===== config.mk =====
export PLATFORM = sky130hd
export DESIGN_NAME = fifo_uart_tx
export DESIGN_NICKNAME = d
export VERILOG_FILES = /design/src/rtl/fifo_uart_tx.sv
export SDC_FILE = /design/constraint.sdc
export NUM_CORES = 1
export LEC_CHECK = 0
export ABC_AREA = 1
export BUFFER_PORTS_ARGS = -buffer_cell sky130_fd_sc_hd__buf_2
export CAP_MARGIN = 20
export CORE_MARGIN = 2
export CORE_UTILIZATION = 45
export CTS_CLUSTER_DIAMETER = 100
export DETAILED_ROUTE_END_ITERATION = 6
export PLACE_DENSITY = 0.68
export SLEW_MARGIN = 25
export SYNTH_ARGS = -nofsm -noshare
export SYNTH_HDL_FRONTEND = slang
export SYNTH_SLANG_ARGS = --single-unit

===== constraint.sdc =====
create_clock -name clk -period 4.7 [get_ports clk]
set_clock_uncertainty 0.15 [all_clocks]
set_input_delay 0.47 -clock clk [delete_from_list [all_inputs] [get_ports clk]]
set_output_delay 0.47 -clock clk [all_outputs]
set_load 0.01 [all_outputs]

===== src/rtl/fifo_uart_tx.sv =====
// -----------------------------------------------------------------------------
// fifo_uart_tx
//
// Pops bytes from a show-ahead FIFO and serialises them as 8N1 UART frames
// (one start bit, eight data bits LSB first, one stop bit). Each serial bit is
// held for CLKS_PER_BIT clock cycles.
//
// Ports
//   clk          : single clock, all state changes on its rising edge
//   rst          : synchronous active-low reset
//   tx_en        : transmit enable; when low no new frame is started
//   empty        : FIFO empty flag
//   rdata[7:0]   : FIFO read data, valid whenever empty is low
//   rd           : one-cycle FIFO pop strobe (combinational, IDLE only)
//   tx           : registered serial line, idles high
//   busy         : high whenever the state machine is not in IDLE
//   tx_done      : one-cycle pulse in the last cycle of the stop bit
//   state_dbg_o  : current FSM state (0 IDLE, 1 START, 2 DATA, 3 STOP)
//
// Handshake: the FIFO is show-ahead, so a byte is consumed in the same cycle
// that rd is high; rdata is captured into the shift register at that edge and
// the start bit appears on tx from the very next cycle.
// -----------------------------------------------------------------------------
module fifo_uart_tx #(
  parameter int CLKS_PER_BIT = 10417
) (
  input  logic       clk,
  input  logic       rst,
  input  logic       tx_en,
  input  logic       empty,
  input  logic [7:0] rdata,
  output logic       rd,
  output logic       tx,
  output logic       busy,
  output logic       tx_done,
  output logic [1:0] state_dbg_o
);

  typedef enum logic [1:0] {
    IDLE  = 2'd0,
    START = 2'd1,
    DATA  = 2'd2,
    STOP  = 2'd3
  } state_e;

  // Counter only has to reach CLKS_PER_BIT-1.
  localparam int CW = (CLKS_PER_BIT > 1) ? $clog2(CLKS_PER_BIT) : 1;
  localparam logic [CW-1:0] CNT_LAST    = CW'(CLKS_PER_BIT - 1);
  localparam logic [CW-1:0] CNT_PENULT  = CW'(CLKS_PER_BIT - 2);

  state_e        state_q;
  logic [CW-1:0] cnt_q;
  logic [2:0]    bit_idx_q;
  logic [7:0]    shreg_q;
  logic          tx_q;
  logic          tx_done_q;

  logic          pop;
  logic          bit_end;

  // Pop is gated by reset so that no byte is consumed in a reset cycle.
  assign pop     = rst && (state_q == IDLE) && tx_en && !empty;
  assign bit_end = (cnt_q == CNT_LAST);

  assign rd          = pop;
  assign tx          = tx_q;
  assign busy        = (state_q != IDLE);
  assign tx_done     = tx_done_q;
  assign state_dbg_o = state_q;

  always_ff @(posedge clk) begin
    if (!rst) begin
      state_q   <= IDLE;
      cnt_q     <= '0;
      bit_idx_q <= '0;
      shreg_q   <= '0;
      tx_q      <= 1'b1;
      tx_done_q <= 1'b0;
    end else begin
      tx_done_q <= 1'b0;
      case (state_q)
        IDLE: begin
          tx_q      <= 1'b1;
          cnt_q     <= '0;
          bit_idx_q <= '0;
          if (pop) begin
            shreg_q <= rdata;
            tx_q    <= 1'b0;          // start bit begins next cycle
            state_q <= START;
          end
        end

        START: begin
          if (bit_end) begin
            cnt_q     <= '0;
            bit_idx_q <= '0;
            tx_q      <= shreg_q[0];
            state_q   <= DATA;
          end else begin
            cnt_q <= cnt_q + CW'(1);
          end
        end

        DATA: begin
          if (bit_end) begin
            cnt_q <= '0;
            if (bit_idx_q == 3'd7) begin
              tx_q    <= 1'b1;        // stop bit
              state_q <= STOP;
            end else begin
              // Present the next bit from the pre-shift value so tx stays
              // a pure register with no combinational path.
              tx_q      <= shreg_q[1];
              shreg_q   <= shreg_q >> 1;
              bit_idx_q <= bit_idx_q + 3'd1;
            end
          end else begin
            cnt_q <= cnt_q + CW'(1);
          end
        end

        STOP: begin
          if (bit_end) begin
            cnt_q   <= '0;
            state_q <= IDLE;
          end else begin
            cnt_q <= cnt_q + CW'(1);
            // Registered pulse lands on the final stop-bit cycle.
            if (cnt_q == CNT_PENULT) begin
              tx_done_q <= 1'b1;
            end
          end
        end

        default: begin
          state_q <= IDLE;
          tx_q    <= 1'b1;
          cnt_q   <= '0;
        end
      endcase
    end
  end

endmodule


==> reports/results.tsv <==
metric	value	unit
status	completed	
RR Endpoint	shreg_q[6]	
total CTS buffers	5	
n_diodes	0	
RSZ-0062 raised after global routing	no	
crit start category	register	
final max-slew violation count	0	
# resized after CTS	0	
final worst slack	2530	ps
Total GRT Usage	16.6	%
initial antenna violation count	0	
FP Rows	22	
nets	265	
Max VDD drop	252	µV
via count	1417	
Die Y	64.6	µm
Initial Util	45.8	%
Die Wd	64.6	µm
I/O pin count	18	
cell area after synthesis	0.00165	mm²
clk_lat worst skew	280	ps
Max Root-Sink Buffers	2	
Worst Reg-to-Reg Cells	8	
Pwr Density	549	mW/mm²
Highest Clock Rate	461	MHz
max cap viols	0	
CP max FO	12	
H-tree level count	2	
syn nets	245	
P_int	620	µW
relative slew slack	56.5	%
clk slew on worst S/H paths	60	ps
routed wire length per instance	10.9	µm
synthesis-to-finish area growth	13.9	%
synth unique cells	29	
DR pass1 iterations	4	
die area	0.00417	mm²
Seq/Total Area, Yosys	35.2	%
switching part of the total	39.9	%
clock network power share	25.5	%
cts-stage hold buffer count	0	
Crit. Startpoint	state_dbg_o[0]	
GR Overflow Total	0	
dpl hpwl	2.31	mm
Hold/Removal Path Class	register to register	
Comb pwr share	43.1	%
Tcrit/Tclk final	46.1	%
first-pass GRT wire length	5.33	mm
core area	0.00361	mm²
share of layout cells above drive strength 1	20.0	%
Reg2Reg Launch Point	state_dbg_o[0]	
reg-to-reg slack, setup	2530	ps
post-CTS setup buffer count	0	
Initial DRC Count	91	
worst slew pin tran	652	ps
most frequent cells in the layout	nand2_1, dfxtp_1, nor2_1	
CTS tree	yes	
final wirelength	3.19	mm
minimum clock period	2170	ps
total leakage power	0.000822	µW
Vias/cell	4.84	
Arr. time, crit path	2230	ps
Mapped Cells	224	
Sequential Power Share	31.4	%
Worst Path Required	4760	ps
crit end category	register	
Yosys reg bits	29	
synth warn	0	
Sum Neg Setup Slack	0	ps
crit path kind	register to register	
pre-CTS WS	2570	ps
Root Driver	clkbuf_8	
Post-Syn Area per Cell	7.37	µm²
vias in the first global route	1235	
final hold violations	0	
largest net degree at the start of global routing	18	
port bufs	17	
most common cell after layout, fill and taps aside	nand2_1	
gpl congestion	0.789	
crit path capture	shreg_q[6]	
switching power	412	µW
antenna-violating nets left	0	
Clock Sinks	29	
setup violators final	0	
DRC viols	0	
-- worst max-delay path, stage by stage, from the launching register on --
cell and delay [ps]:
dfxtp_1 350, inv_1 120, ha_1 590, inv_1 230
nand2_1 160, nand2_1 190, nand4_1 160, nand2_1 60
nor2_1 90
-- metrics by stage --
step,std cells,total power [µW],cell area [µm²],utilization [%],hold WS [ps]
2_1_floorplan,224,687,1650,-,280
3_3_place_gp,285,767,1760,48.9,288
3_5_place_dp,285,772,1760,48.9,296
4_1_cts,293,1040,1880,52.2,313
5_1_grt,293,1120,1880,52.2,344
6_report,293,1030,1880,52.2,304
-- power groups by stage --
stage / registers [µW] / clock network [µW] / logic (µW)
finish: 324 / 263 / 445
global placement: 326 / 0 / 441
CTS: 323 / 273 / 448
detailed placement: 327 / 0 / 444
floorplan: 325 / 0 / 362
global route: 328 / 284 / 505
-- flip-flops by register name, summed over array words and instances (netlist names) --
| register | count |
|---|---|
| state_dbg_o | 2 |
| cnt_q | 14 |
| tx | 1 |
| shreg_q | 8 |
| tx_done | 1 |
| bit_idx_q | 3 |
-- how the worst min path moves through the flow --
stage               startpoint  endpoint  slack [ps]  cells after the start
floorplan             cnt_q[0]  cnt_q[0]         280                      1
global placement            tx        tx         290                      2
detailed placement          tx        tx         300                      2
CTS                         tx        tx         310                      2
global route          cnt_q[0]  cnt_q[0]         340                      1
finish                      tx        tx         300                      2
-- cell families (layout without fill, tap and decap cells) --
family,count (synthesis),after routing,synth area share (%)
adder cells (fa/ha/maj),9,9,6.82
buffers and inverters,33,54,8.49
multiplexers,7,7,4.25
XOR/XNOR,3,3,1.59
AO/OA/AOI/OAI,21,21,6.75
AND/OR/NAND/NOR,122,122,36.9
flip-flops,29,29,35.2
-- final cells by class --
cell class / count / area [µm²]
Timing Repair Buffer: 17 / 85.1
Clock buffer: 7 / 86.3
Inverter: 29 / 109
Sequential cell: 29 / 581
Fill cell: 336 / 1730
Multi-Input combinational cell: 162 / 930
Tap cell: 48 / 60.1
Clock inverter: 1 / 30.0
-- cells in the mapped netlist --
cell type,count,share of area [%]
a21oi_1,16,4.9
buf_2,1,0.30
buf_6,2,1.4
clkbuf_1,1,0.23
clkinv_1,2,0.46
dfxtp_1,29,35
ha_1,9,6.8
inv_1,23,5.2
inv_2,4,0.91
mux2i_1,7,4.2
nand2_1,46,10
nand2_2,5,1.9
nand2_4,3,2.0
nand3_1,14,4.2
nand3_2,3,1.8
nand4_1,11,4.2
nor2_1,25,5.7
nor2_2,4,1.5
nor2_4,2,1.4
nor3_1,3,0.91
nor3_2,2,1.2
nor3b_1,1,0.46
o21a_1,1,0.46
o21ai_0,3,0.91
o21ai_2,1,0.53
or2_0,1,0.38
or2_1,1,0.38
or2_2,1,0.38
xor2_1,3,1.6
-- metal layers --
metal  GRT usage [%]  routed length, µm  vias to the layer above
met3            4.17                102                        4
met5               0                  0                        -
met2            26.3               1410                       20
met1            20.8               1630                      630
li1                -                  -                      763
met4            8.78                 56                        0
No activity file was read; power rests on OpenSTA's default activity.
